[src/rtl/vga_sync_decoder.sv]
// Recovers pixel coordinates, line/frame timing and lock status from a raw VGA
// sync + RGB stream clocked by the pixel clock.
module vga_sync_decoder #(
  parameter int unsigned H_ACTIVE = 640,
  parameter int unsigned H_BACK   = 48,
  parameter int unsigned H_TOTAL  = 800,
  parameter int unsigned V_ACTIVE = 480,
  parameter int unsigned V_BACK   = 33,
  parameter int unsigned V_TOTAL  = 525
) (
  input  logic        clk_25_175,
  input  logic        reset,
  input  logic        h_sync,
  input  logic        v_sync,
  input  logic [3:0]  r,
  input  logic [3:0]  g,
  input  logic [3:0]  b,
  output logic [9:0]  pix_x,
  output logic [9:0]  pix_y,
  output logic [11:0] pix_data,
  output logic        pix_valid,
  output logic        frame_start,
  output logic        locked,
  output logic [10:0] line_len,
  output logic [9:0]  frame_lines,
  output logic [7:0]  err_count
);

  typedef enum logic [1:0] {StSearch, StMeasure, StLocked} state_e;

  localparam logic [10:0] HCntMax = 11'h7ff;
  localparam logic [9:0]  VCntMax = 10'h3ff;
  localparam logic [10:0] HTotal  = 11'(H_TOTAL);
  localparam logic [10:0] HVisLo  = 11'(H_BACK);
  localparam logic [10:0] HVisHi  = 11'(H_BACK + H_ACTIVE);
  localparam logic [9:0]  VTotal  = 10'(V_TOTAL);
  localparam logic [9:0]  VVisLo  = 10'(V_BACK);
  localparam logic [9:0]  VVisHi  = 10'(V_BACK + V_ACTIVE);

  logic        h_s1_q, v_s1_q, h_s2_q, v_s2_q;
  logic [11:0] rgb_s1_q;

  logic [10:0] hcnt_q, hcnt_d;
  logic [9:0]  vcnt_q, vcnt_d;
  logic        v_pending_q, v_pending_d;
  logic [10:0] line_len_q, line_len_d;
  logic [9:0]  frame_lines_q, frame_lines_d;
  logic [7:0]  err_q, err_d;
  logic        lines_ok_q, lines_ok_d;
  state_e      state_q, state_d;

  logic [9:0]  pix_x_q, pix_x_d;
  logic [9:0]  pix_y_q, pix_y_d;
  logic [11:0] pix_data_q, pix_data_d;
  logic        pix_valid_q, pix_valid_d;
  logic        frame_start_q, frame_start_d;

  logic h_edge, v_edge, commit, line_load, line_bad, frame_bad, h_sat;
  logic h_vis, v_vis;

  assign h_edge    = h_s1_q & ~h_s2_q;
  assign v_edge    = v_s1_q & ~v_s2_q;
  // A v-edge arriving together with the h-edge commits the frame on that same h-edge.
  assign commit    = h_edge & (v_pending_q | v_edge);
  assign line_load = h_edge & (hcnt_q != HCntMax);

  // hcnt_d/vcnt_d are the counts belonging to the pixel currently held in S1;
  // hcnt_q/vcnt_q are the counts of the previous S1 pixel.
  always_comb begin
    hcnt_d        = hcnt_q;
    vcnt_d        = vcnt_q;
    v_pending_d   = v_pending_q;
    line_len_d    = line_len_q;
    frame_lines_d = frame_lines_q;

    if (h_edge) begin
      hcnt_d = '0;
    end else if (hcnt_q != HCntMax) begin
      hcnt_d = hcnt_q + 11'd1;
    end

    if (line_load) begin
      line_len_d = hcnt_q + 11'd1;
    end

    if (commit) begin
      frame_lines_d = vcnt_q + 10'd1;
      vcnt_d        = '0;
      v_pending_d   = 1'b0;
    end else begin
      if (h_edge && vcnt_q != VCntMax) begin
        vcnt_d = vcnt_q + 10'd1;
      end
      if (v_edge) begin
        v_pending_d = 1'b1;
      end
    end
  end

  assign line_bad  = line_load && (line_len_d != HTotal);
  assign frame_bad = commit && (frame_lines_d != VTotal);
  assign h_sat     = (hcnt_d == HCntMax);

  always_comb begin
    state_d    = state_q;
    err_d      = err_q;
    lines_ok_d = lines_ok_q;

    if (line_bad) begin
      lines_ok_d = 1'b0;
    end

    case (state_q)
      StSearch: begin
        if (commit) begin
          state_d = StMeasure;
        end
      end
      StMeasure: begin
        if (h_sat) begin
          state_d = StSearch;
        end else if (commit && !frame_bad && lines_ok_q && !line_bad) begin
          state_d = StLocked;
        end
      end
      StLocked: begin
        if (line_bad || frame_bad || h_sat) begin
          state_d = StSearch;
          if (err_q != 8'hff) begin
            err_d = err_q + 8'd1;
          end
        end
      end
      default: state_d = StSearch;
    endcase

    // The line ending on a commit belongs to the frame just closed.
    if (commit) begin
      lines_ok_d = 1'b1;
    end
  end

  assign h_vis = (hcnt_d >= HVisLo) && (hcnt_d < HVisHi);
  assign v_vis = (vcnt_d >= VVisLo) && (vcnt_d < VVisHi);

  always_comb begin
    pix_valid_d   = h_vis && v_vis && (state_q == StLocked);
    pix_x_d       = '0;
    pix_y_d       = '0;
    pix_data_d    = '0;
    frame_start_d = 1'b0;
    if (pix_valid_d) begin
      pix_x_d       = 10'(hcnt_d - HVisLo);
      pix_y_d       = vcnt_d - VVisLo;
      pix_data_d    = rgb_s1_q;
      frame_start_d = (hcnt_d == HVisLo) && (vcnt_d == VVisLo);
    end
  end

  always_ff @(posedge clk_25_175) begin
    if (reset) begin
      h_s1_q        <= 1'b1;
      v_s1_q        <= 1'b1;
      h_s2_q        <= 1'b1;
      v_s2_q        <= 1'b1;
      rgb_s1_q      <= '0;
      hcnt_q        <= '0;
      vcnt_q        <= '0;
      v_pending_q   <= 1'b0;
      line_len_q    <= '0;
      frame_lines_q <= '0;
      err_q         <= '0;
      lines_ok_q    <= 1'b0;
      state_q       <= StSearch;
      pix_x_q       <= '0;
      pix_y_q       <= '0;
      pix_data_q    <= '0;
      pix_valid_q   <= 1'b0;
      frame_start_q <= 1'b0;
    end else begin
      h_s1_q        <= h_sync;
      v_s1_q        <= v_sync;
      h_s2_q        <= h_s1_q;
      v_s2_q        <= v_s1_q;
      rgb_s1_q      <= {b, g, r};
      hcnt_q        <= hcnt_d;
      vcnt_q        <= vcnt_d;
      v_pending_q   <= v_pending_d;
      line_len_q    <= line_len_d;
      frame_lines_q <= frame_lines_d;
      err_q         <= err_d;
      lines_ok_q    <= lines_ok_d;
      state_q       <= state_d;
      pix_x_q       <= pix_x_d;
      pix_y_q       <= pix_y_d;
      pix_data_q    <= pix_data_d;
      pix_valid_q   <= pix_valid_d;
      frame_start_q <= frame_start_d;
    end
  end

  assign pix_x       = pix_x_q;
  assign pix_y       = pix_y_q;
  assign pix_data    = pix_data_q;
  assign pix_valid   = pix_valid_q;
  assign frame_start = frame_start_q;
  assign locked      = (state_q == StLocked);
  assign line_len    = line_len_q;
  assign frame_lines = frame_lines_q;
  assign err_count   = err_q;

endmodule

[config.mk]
export PLATFORM = sky130hd
export DESIGN_NAME = vga_sync_decoder
export DESIGN_NICKNAME = d
export VERILOG_FILES = /design/src/rtl/vga_sync_decoder.sv
export SDC_FILE = /design/constraint.sdc
export NUM_CORES = 1
export LEC_CHECK = 0
export ABC_AREA = 1
export CAP_MARGIN = 40
export CORE_AREA = 5 5 145 91
export DETAILED_ROUTE_END_ITERATION = 7
export DIE_AREA = 0 0 150 96
export SYNTH_ARGS = -nofsm -noshare
export SYNTH_HDL_FRONTEND = slang
export SYNTH_SLANG_ARGS = --single-unit
[constraint.sdc]
create_clock -name clk_25_175 -period 6.35 [get_ports clk_25_175]
set_input_delay 1.27 -clock clk_25_175 [delete_from_list [all_inputs] [get_ports clk_25_175]]
set_output_delay 1.27 -clock clk_25_175 [all_outputs]
set_load 0.01 [all_outputs]
* Yosys cells after proc, flatten, opt, wreduce, memory -nomap -nowiden *
Index checks and enable logic that the tools add are counted.

storage, ports and cells
  register bits after elaboration = 104
  bits of input ports = 16
  output and inout port bits = 64
  word-level logic and storage cells = 82

operators by class
  add/subtract/negate cells = 5
  $lt $le $gt $ge = 4
  equal/unequal tests = 13
  multiplexer cells = 13
  bitwise logic cells = 8
  reduce and logical (&&, ||, !) cells = 21

operators by type and width
  operator               number
  $mux 11                3
  $mux 10                3
  $ne 10x10->1 const B   2
  $sub 10x6->10 const B  2
  $add 11x1->11 const B  1
  $eq 11x11->1 const B   1
  $eq 11x6->1 const B    1
  $ge 11x6->1 const B    1
  $logic_and 1x1->1      11
  $lt 11x10->1 const B   1
  $ne 11x10->1 const B   1
  $ne 11x11->1 const B   1
  $add 10x1->10 const B  1
  $eq 10x6->1 const B    1
  $ge 10x6->1 const B    1
  $lt 10x10->1 const B   1
  $add 8x1->8 const B    1
  $mux 2                 4
  $ne 8x8->1 const B     1
  $pmux 2 s3             1
  $reduce_and 3->1       2
  $and 1x1->1            4
  $reduce_or 2->1        2
  $ne 3x3->1 const B     1
  other kinds (11)       16

* Logic depth before layout (Yosys ltp) *
Gate-level depths: netlist (run 1).

  depth in word-level cells = 14
  depth in mapped cells = 19
  mapped depth without buffers = 18

* Least setup slack after synthesis (run 1) *
No wires, ideal clock.

  path type = reg2reg
  from = register vcnt_q[0]
  to = register pix_x_q[8] (netlist: pix_x[8])
  library setup time = 0.118 ns
  arrival time = 2.373 ns
  path slack = 3.860 ns
  stages on the path, launching flop included = 19
  buffers on the path = 1
  cell sequence = dfxtp_1 -> ha_1 -> nand2_2 -> nor2_4 -> nand3_2 -> nand2_4 -> inv_4 -> nor2_1 -> nor2_1 -> o21ai_0 -> ha_1 -> nand2_2 -> o21ai_2 -> nand2_1 -> nor2_1 -> nor2_2 -> nand2_4 -> buf_6 -> a21oi_2

between the ends
  word-level cells in the longest chain between the ends = 10

ends and longest elaborated chain
  what                                                   RTL line  RTL
  from (decl)                                            44        logic [9:0] vcnt_q, vcnt_d;
  from (signal assigned)                                 187       vcnt_q <= vcnt_d;
  branches (longest 2 deep; another with $add 10x1->10)  -
  $mux 10 *                                              91        if (h_edge && vcnt_q != VCntMax) begin
  $mux 10 *                                              86        if (commit) begin
  $ge 10x6->1 or $lt 10x10->1 (tied branches)            144       assign v_vis = (vcnt_d >= VVisLo) && (vcnt_d < VVisHi);
  $logic_and 1x1->1 *                                    144
  $logic_and 1x1->1 * (2 in a row)                       147       pix_valid_d = h_vis && v_vis && (state_q == StLocked);
  $not 1->1 (no line) *                                  -
  $reduce_or 2->1 (no line) *                            -
  to (signal assigned)                                   194       pix_x_q <= pix_x_d;
  to (decl)                                              52        logic [9:0] pix_x_q, pix_x_d;

Every way passes the cells marked *.
A chain may end at the register's enable or synchronous reset.

* Worst setup path after layout (run 1) *
  from = register hcnt_q[0]
  to = register err_q[0] (netlist: err_count[0])

RTL lines
  what                                           RTL line  RTL
  from (decl)                                    43        logic [10:0] hcnt_q, hcnt_d;
  from (signal assigned)                         186       hcnt_q <= hcnt_d;
  $add 11x1->11 or $ne 11x11->1 (tied branches)  79, 78
  $mux 11 *                                      78        end else if (hcnt_q != HCntMax) begin
  $mux 11 *                                      76        if (h_edge) begin
  named net hcnt_d[4]                            43
  $eq 11x11->1 *                                 102       assign h_sat = (hcnt_d == HCntMax);
  $logic_or 1x1->1 *                             127       if (line_bad || frame_bad || h_sat) begin
  $reduce_and 3->1 (no line) *                   -
  to (signal assigned)                           191       err_q <= err_d;
  to (decl)                                      48        logic [7:0] err_q, err_d;

Mark *: on every way through the listed nets, which the timed path passes. The rest lies on a longest branch.

==> run_summary.xml, run 1 <==
<?xml version="1.0" encoding="UTF-8"?>
<metrics>
  <group name="layout">
    <metric name="syn2layout_area_growth" unit="%">26.19</metric>
    <metric name="seq_area" unit="sq mm">0.002082</metric>
    <metric name="fill_cells" unit="">1161</metric>
    <metric name="area_taken_by_multi_input_logic_gates" unit="sq mm">0.002033</metric>
    <metric name="drive_gt1_share" unit="%">8.575</metric>
    <metric name="antenna-diode-count" unit="">0</metric>
    <metric name="nets" unit="">741</metric>
    <metric name="final_area" unit="sq mm">0.005788</metric>
  </group>
  <group name="floorplanning">
    <metric name="die-height" unit="um">96</metric>
    <metric name="std_cell_rows" unit="">31</metric>
    <metric name="design.die.area" unit="sq mm">0.01440</metric>
    <metric name="num_io_pins" unit="">80</metric>
    <metric name="floorplan.initialDensity" unit="%">38.90</metric>
    <metric name="die_w" unit="um">150</metric>
    <metric name="design.core.area" unit="sq mm">0.01179</metric>
  </group>
  <group name="drt">
    <metric name="remaining_drc_errors" unit="">0</metric>
    <metric name="drt-total-wl" unit="um">11700</metric>
    <metric name="routed-via-count" unit="">4058</metric>
    <metric name="wl_per_cell" unit="um">13.18</metric>
    <metric name="route.antenna.remaining_nets" unit="">0</metric>
    <metric name="drt_iter0_drc" unit="">390</metric>
    <metric name="detailedRoute.firstPassIterationCount" unit="">5</metric>
    <metric name="vias_per_cell" unit="">4.570</metric>
  </group>
  <group name="synthesis">
    <metric name="postSynth.asyncResetShare" unit="%">0</metric>
    <metric name="mappedNetlistArea" unit="sq mm">0.004587</metric>
    <metric name="yosysMostFrequentCell" unit="">nand2_1</metric>
    <metric name="yosys_register_bits" unit="">104</metric>
    <metric name="yosys_warnings" unit="">0</metric>
    <metric name="yosys-top-cells-area" unit="">dfxtp_1 45%, nand2_1 12%, nor2_1 9.7%</metric>
    <metric name="net_count_synth" unit="">668</metric>
    <metric name="post_synth_num_cell_types" unit="">35</metric>
    <metric name="syn-instance-count" unit="">646</metric>
    <metric name="syn_area_per_cell" unit="sq um">7.100</metric>
    <metric name="yosys.area.top_type_share" unit="%">45.39</metric>
    <metric name="netlist.top_cell.by_area" unit="">dfxtp_1</metric>
    <metric name="ys_seq_area_share" unit="%">45.39</metric>
    <metric name="post_synth_most_frequent_cells" unit="">148 x nand2_1, 118 x nor2_1, 104 x dfxtp_1, 94 x inv_1, 44 x nand3_1</metric>
    <metric name="synth-edff-count" unit="">0</metric>
    <metric name="synthFlopType" unit="">dfxtp_1</metric>
  </group>
  <group name="timing">
    <metric name="timing.fmax" unit="MHz">305.1</metric>
    <metric name="finalClockSkew" unit="ps">7.332</metric>
    <metric name="rsz0062_at_grt" unit="">false</metric>
    <metric name="period_share" unit="%">51.62</metric>
    <metric name="finalMaxSlewViolations" unit="">0</metric>
    <metric name="worst_rel_slew_slack" unit="%">47.98</metric>
    <metric name="setup_viol" unit="">0</metric>
    <metric name="setup_total_neg_slack" unit="ps">0</metric>
    <metric name="number_of_endpoints_with_negative_hold_slack_in_the_final_report" unit="">0</metric>
    <metric name="final_critical_path_setup_slack" unit="ps">3072</metric>
    <metric name="layout_min_cycle_time" unit="ps">3278</metric>
    <metric name="tightest_slew" unit="ps">780.3</metric>
  </group>
  <group name="job">
    <metric name="max_cap_viol_count" unit="">0</metric>
  </group>
  <group name="worst_hold_path">
    <metric name="hold_path_startpoint" unit="">rgb_s1_q[4]</metric>
    <metric name="hold_path_end" unit="">pix_data[4]</metric>
    <metric name="cell_depth_of_the_worst_hold_path" unit="">2</metric>
    <metric name="hold_path_class" unit="">reg -&gt; reg</metric>
  </group>
  <group name="worst_setup_path">
    <metric name="rr_startpoint" unit="">hcnt_q[0]</metric>
    <metric name="timing.critical_path.slowest_stage_cell" unit="">a21oi_1</metric>
    <metric name="critical_path_buf_inv_count" unit="">1</metric>
    <metric name="crit_path_start_kind" unit="">flop</metric>
    <metric name="crit_type" unit="">reg -&gt; reg</metric>
    <metric name="path_cells" unit="">ha_1 &gt; nand2_2 &gt; nor2_4 &gt; nand3_2 &gt; a21oi_1 &gt; ha_1 &gt; inv_1 &gt; nor2_1 &gt; nand2_1 &gt; nor2_2 &gt; a21oi_1 &gt; nand2_1 &gt; nand2_1 &gt; or2_2 &gt; a21oi_1</metric>
    <metric name="critPathCaptureType" unit="">flop</metric>
    <metric name="max_stage_delay" unit="ps">430</metric>
    <metric name="worstPathArrival" unit="ps">3550</metric>
    <metric name="regToRegEndpoint" unit="">err_count[0]</metric>
    <metric name="critPathRequiredTime" unit="ps">6620</metric>
    <metric name="path_max_fanout" unit="">14</metric>
    <metric name="worst_path_dominant_cell_family" unit="">simple AND/OR/NAND/NOR gates</metric>
    <metric name="worst_r2r_path_depth" unit="">15</metric>
    <metric name="setup_slack_on_the_worst_flop_to_flop_path" unit="ps">3070</metric>
  </group>
  <group name="cts">
    <metric name="clk_transition_reported_paths" unit="ps">70</metric>
    <metric name="clock_latency" unit="ps">350</metric>
    <metric name="cts_root_buffer" unit="">clkbuf_16</metric>
    <metric name="max-clock-path-buffers" unit="">2</metric>
    <metric name="post-cts-setup-buffers" unit="">0</metric>
    <metric name="clock-sinks" unit="">104</metric>
    <metric name="tritoncts" unit="">yes</metric>
    <metric name="cts-htree-levels" unit="">3</metric>
    <metric name="ctsHoldBuffers" unit="">0</metric>
    <metric name="gates_resized_cts_repair" unit="">0</metric>
    <metric name="cts_made_buffers" unit="">9</metric>
  </group>
  <group name="placed_design">
    <metric name="gp_congestion" unit="">0.9549</metric>
    <metric name="io_buffers" unit="">79</metric>
    <metric name="dpl_worst_slack" unit="ps">3105</metric>
    <metric name="dpl.hpwl" unit="um">8778</metric>
    <metric name="detailed_place.area" unit="sq mm">0.005485</metric>
  </group>
  <group name="global_route">
    <metric name="grt_use_total" unit="%">16.94</metric>
    <metric name="grt_max_degree" unit="">67</metric>
    <metric name="grt_overflow_total" unit="">0</metric>
    <metric name="grt_antenna_before_repair" unit="">0</metric>
    <metric name="first_global_vias" unit="">3800</metric>
    <metric name="grt_pass1_wl" unit="um">19040</metric>
  </group>
  <group name="status">
    <metric name="status" unit="">complete, no violations</metric>
  </group>
  <group name="power">
    <metric name="p_leak" unit="nW">2.531</metric>
    <metric name="totalPowerFinal" unit="mW">1.346</metric>
    <metric name="worst_ir_drop_vdd" unit="mV">0.1323</metric>
    <metric name="powerDensity" unit="mW/mm^2">232.5</metric>
  </group>
</metrics>
-- per-stage QoR --
step / std cells / hold slack [ps] / util [%]
2_1_floorplan: 646 / 393.6 / -
3_3_place_gp: 873 / 394.0 / 46.52
3_5_place_dp: 873 / 402.6 / 46.52
4_1_cts: 888 / 413.5 / 49.09
5_1_grt: 888 / 423.9 / 49.09
6_report: 888 / 413.0 / 49.09
-- worst min-delay path, stage by stage (launching register included) --
cell and delay, ps:
dfxtp_1 300, inv_1 40, nor2_1 40
-- logic make-up (layout without fill, tap and decap cells) --
| logic type | after synthesis | after routing | synth area share, % |
|---|---|---|---|
| AND/OR/NAND/NOR | 358 | 358 | 33.77 |
| buffers and inverters | 116 | 193 | 10.28 |
| flip-flops | 104 | 104 | 45.39 |
| XOR/XNOR | 9 | 9 | 1.719 |
| AO/OA/AOI/OAI | 53 | 53 | 7.202 |
| adder cells (fa/ha/maj) | 6 | 6 | 1.637 |
-- final cells by class --
cell class / count / share of cell area, %
timing repair buffer: 80 / 13.71
tap: 165 / 3.567
clock buffer: 9 / 3.891
clock inverter: 6 / 1.340
multi-input combinational: 426 / 35.13
inverter: 98 / 6.399
sequential: 104 / 35.97
-- placed cells by master, fill, tap and decap left out, drive strengths merged, types with 2 or more instances in the layout --
master	count
or2	10
nand2	154
o21ai	15
nand3b	3
nor3	9
nor2	130
o211ai	4
xnor2	3
clkinv	2
inv	100
o21bai	4
clkbuf	9
clkdlybuf4s50	78
nand4	5
a21oi	28
nand3	46
buf	2
ha	6
xor2	6
dfxtp	104
-- registers in the layout (all words and copies together) (netlist names) --
signal and cells:
err_count 8, frame_lines 10, frame_start 1, h_s1_q 1
h_s2_q 1, hcnt_q 11, line_len 11, lines_ok_q 1
pix_data 12, pix_valid 1, pix_x 10, pix_y 10
rgb_s1_q 12, state_q 2, v_pending_q 1, v_s1_q 1
v_s2_q 1, vcnt_q 10
-- routing by layer --
| layer | vias to the layer above | routed length, um | GRT usage [%] |
|---|---|---|---|
| li1 | 2120 | - | - |
| met1 | 1793 | 5988 | 23.90 |
| met2 | 135 | 4323 | 22.91 |
| met3 | 10 | 1269 | 7.953 |
| met4 | 0 | 119 | 4.566 |
| met5 | - | 0 | 0 |
-- where the power goes --
part | leakage, nW | internal, mW | total, mW | switching (mW)
clock network | 0.146 | 0.311 | 0.570 | 0.259
logic | 1.54 | 0.0391 | 0.103 | 0.0642
registers | 0.844 | 0.665 | 0.673 | 0.00821
-- worst max-delay path by stage --
stage / from / depth (start not counted) / endpoint / slack, ps
final: hcnt_q[0] / 15 / err_count[0] / 3070
after global routing: h_s2_q / 14 / err_count[5] / 2740
after floorplan: vcnt_q[0] / 18 / pix_x[8] / 3860
after CTS: hcnt_q[0] / 15 / err_count[0] / 3090
after global placement: reset / 9 / pix_x[4] / 3090
after detailed placement: hcnt_q[0] / 15 / err_count[0] / 3110
Power figures use the tool's default switching activity.
==> inputs of run 2 (changes only) <==
==> constraint.sdc (replaced) <==
create_clock -name clk_25_175 -period 2.75 [get_ports clk_25_175]
set_input_delay 0.55 -clock clk_25_175 [delete_from_list [all_inputs] [get_ports clk_25_175]]
set_output_delay 0.55 -clock clk_25_175 [all_outputs]
set_load 0.01 [all_outputs]
==> run_summary.xml, run 2 (synthesized netlist as in run 1, its figures left out) <==
<?xml version="1.0" encoding="UTF-8"?>
<metrics>
  <group name="floorplanning">
    <metric name="die_w" unit="um">150</metric>
    <metric name="num_io_pins" unit="">80</metric>
    <metric name="design.core.area" unit="sq mm">0.01179</metric>
    <metric name="floorplan.initialDensity" unit="%">38.90</metric>
    <metric name="std_cell_rows" unit="">31</metric>
    <metric name="design.die.area" unit="sq mm">0.01440</metric>
    <metric name="die-height" unit="um">96</metric>
  </group>
  <group name="drt">
    <metric name="routed-via-count" unit="">4285</metric>
    <metric name="drt-total-wl" unit="um">12330</metric>
    <metric name="route.antenna.remaining_nets" unit="">0</metric>
    <metric name="wl_per_cell" unit="um">13.38</metric>
    <metric name="detailedRoute.firstPassIterationCount" unit="">5</metric>
    <metric name="remaining_drc_errors" unit="">0</metric>
    <metric name="drt_iter0_drc" unit="">279</metric>
    <metric name="vias_per_cell" unit="">4.653</metric>
  </group>
  <group name="timing">
    <metric name="period_share" unit="%">93.41</metric>
    <metric name="setup_viol" unit="">0</metric>
    <metric name="finalClockSkew" unit="ps">8.557</metric>
    <metric name="layout_min_cycle_time" unit="ps">2569</metric>
    <metric name="number_of_endpoints_with_negative_hold_slack_in_the_final_report" unit="">0</metric>
    <metric name="timing.fmax" unit="MHz">389.3</metric>
    <metric name="finalMaxSlewViolations" unit="">0</metric>
    <metric name="tightest_slew" unit="ps">674.9</metric>
    <metric name="worst_rel_slew_slack" unit="%">55.00</metric>
  </group>
  <group name="global_route">
    <metric name="grt_use_total" unit="%">17.39</metric>
    <metric name="grt_pass1_wl" unit="um">19690</metric>
    <metric name="grt_overflow_total" unit="">0</metric>
    <metric name="first_global_vias" unit="">3972</metric>
    <metric name="grt_max_degree" unit="">66</metric>
    <metric name="grt_antenna_before_repair" unit="">0</metric>
  </group>
  <group name="worst_setup_path">
    <metric name="worstPathArrival" unit="ps">2850</metric>
    <metric name="critPathRequiredTime" unit="ps">3030</metric>
    <metric name="path_max_fanout" unit="">6</metric>
    <metric name="crit_path_start_kind" unit="">flop</metric>
    <metric name="crit_type" unit="">reg -&gt; reg</metric>
    <metric name="critPathCaptureType" unit="">flop</metric>
  </group>
  <group name="layout">
    <metric name="antenna-diode-count" unit="">0</metric>
    <metric name="drive_gt1_share" unit="%">16.27</metric>
    <metric name="layout.cells.most_common_list" unit="">143 x nand2_1, 115 x nor2_1, 99 x dfxtp_1, 94 x inv_1, 78 x clkdlybuf4s50_1</metric>
    <metric name="nets" unit="">773</metric>
    <metric name="layout_commonest_cell" unit="">nand2_1</metric>
    <metric name="syn2layout_area_growth" unit="%">35.95</metric>
    <metric name="final_area" unit="sq mm">0.006236</metric>
  </group>
  <group name="status">
    <metric name="status" unit="">complete, no violations</metric>
  </group>
  <group name="cts">
    <metric name="clk_transition_reported_paths" unit="ps">80</metric>
    <metric name="cts_made_buffers" unit="">9</metric>
    <metric name="tritoncts" unit="">yes</metric>
    <metric name="cts-htree-levels" unit="">3</metric>
    <metric name="clock_latency" unit="ps">350</metric>
    <metric name="max-clock-path-buffers" unit="">2</metric>
    <metric name="clock-sinks" unit="">104</metric>
    <metric name="ctsHoldBuffers" unit="">0</metric>
    <metric name="cts_root_buffer" unit="">clkbuf_16</metric>
  </group>
  <group name="worst_hold_path">
    <metric name="hold_path_class" unit="">reg -&gt; reg</metric>
  </group>
  <group name="placed_design">
    <metric name="dpl.hpwl" unit="um">9071</metric>
    <metric name="detailed_place.area" unit="sq mm">0.005675</metric>
    <metric name="io_buffers" unit="">79</metric>
    <metric name="gp_congestion" unit="">0.8911</metric>
  </group>
  <group name="power">
    <metric name="p_leak" unit="nW">2.741</metric>
    <metric name="powerDensity" unit="mW/mm^2">498.4</metric>
    <metric name="totalPowerFinal" unit="mW">3.108</metric>
    <metric name="worst_ir_drop_vdd" unit="mV">0.3667</metric>
  </group>
  <group name="job">
    <metric name="max_cap_viol_count" unit="">0</metric>
  </group>
</metrics>
[run 2: path summary, 6_finish.rpt]
path	startpoint	endpoint	slack [ps]	cells past startpoint
worst max-delay path	hcnt_q[1]	err_count[4]	180	19
worst min-delay path	rgb_s1_q[6]	pix_data[6]	410	2
worst min register to register	rgb_s1_q[6]	pix_data[6]	410	2
worst max register to register	hcnt_q[1]	err_count[4]	180	19
[run 2: critical path: stages (launching register included)]
cell	delay [ps]
dfxtp_4	380
buf_4	120
nand3_4	90
nor2_4	110
nor2_1	40
nor2_1	150
inv_1	90
a21oi_4	200
ha_4	160
inv_1	50
nor2_2	110
nand2_2	90
nor2_4	150
a21oi_1	60
nand2_1	130
nand2_4	90
buf_4	170
o21ai_1	120
nand2_1	60
nor2_1	110
[run 2: timing repair]
item                                    CTS  global route
endpoints found under the setup margin   38            43
gates resized for setup                  10            36
setup buffers                             1             9
pin swaps                                 4            15
[run 2: layout make-up]
type	count	area, sq um
clock buffer	10	239.0
inverter	98	370.4
fill	1141	5555
multi-input combinational	426	2196
timing repair buffer	112	1066
tap	165	206.4
clock inverter	6	62.56
sequential	104	2096
[run 2: metrics by stage]
| stage | cells | hold slack [ps] | TNS [ps] | worst slack, ps | utilization (%) |
|---|---|---|---|---|---|
| floorplan | 646 | 393.6 | 0 | 259.9 | - |
| global placement | 895 | 393.8 | -802.3 | -148.4 | 48.13 |
| detailed placement | 895 | 403.3 | -1611 | -254.8 | 48.13 |
| CTS | 912 | 408.7 | -0.3306 | -0.3306 | 51.10 |
| global route | 921 | 433.3 | -559.2 | -47.07 | 52.89 |
| finish | 921 | 410.0 | 0 | 181.2 | 52.89 |
[run 2: report_power, final]
part	switching, mW	internal, mW	total [mW]
clock	0.615	0.662	1.28
combinational	0.164	0.112	0.276
sequential	0.0200	1.53	1.55
total	0.799	2.31	3.11
[run 2: per-layer routing]
metal | wire [um] | GRT usage, %
met1 | 6471 | 26.02
met2 | 4683 | 23.59
met3 | 1076 | 6.165
met4 | 94 | 3.881
met5 | 0 | 0
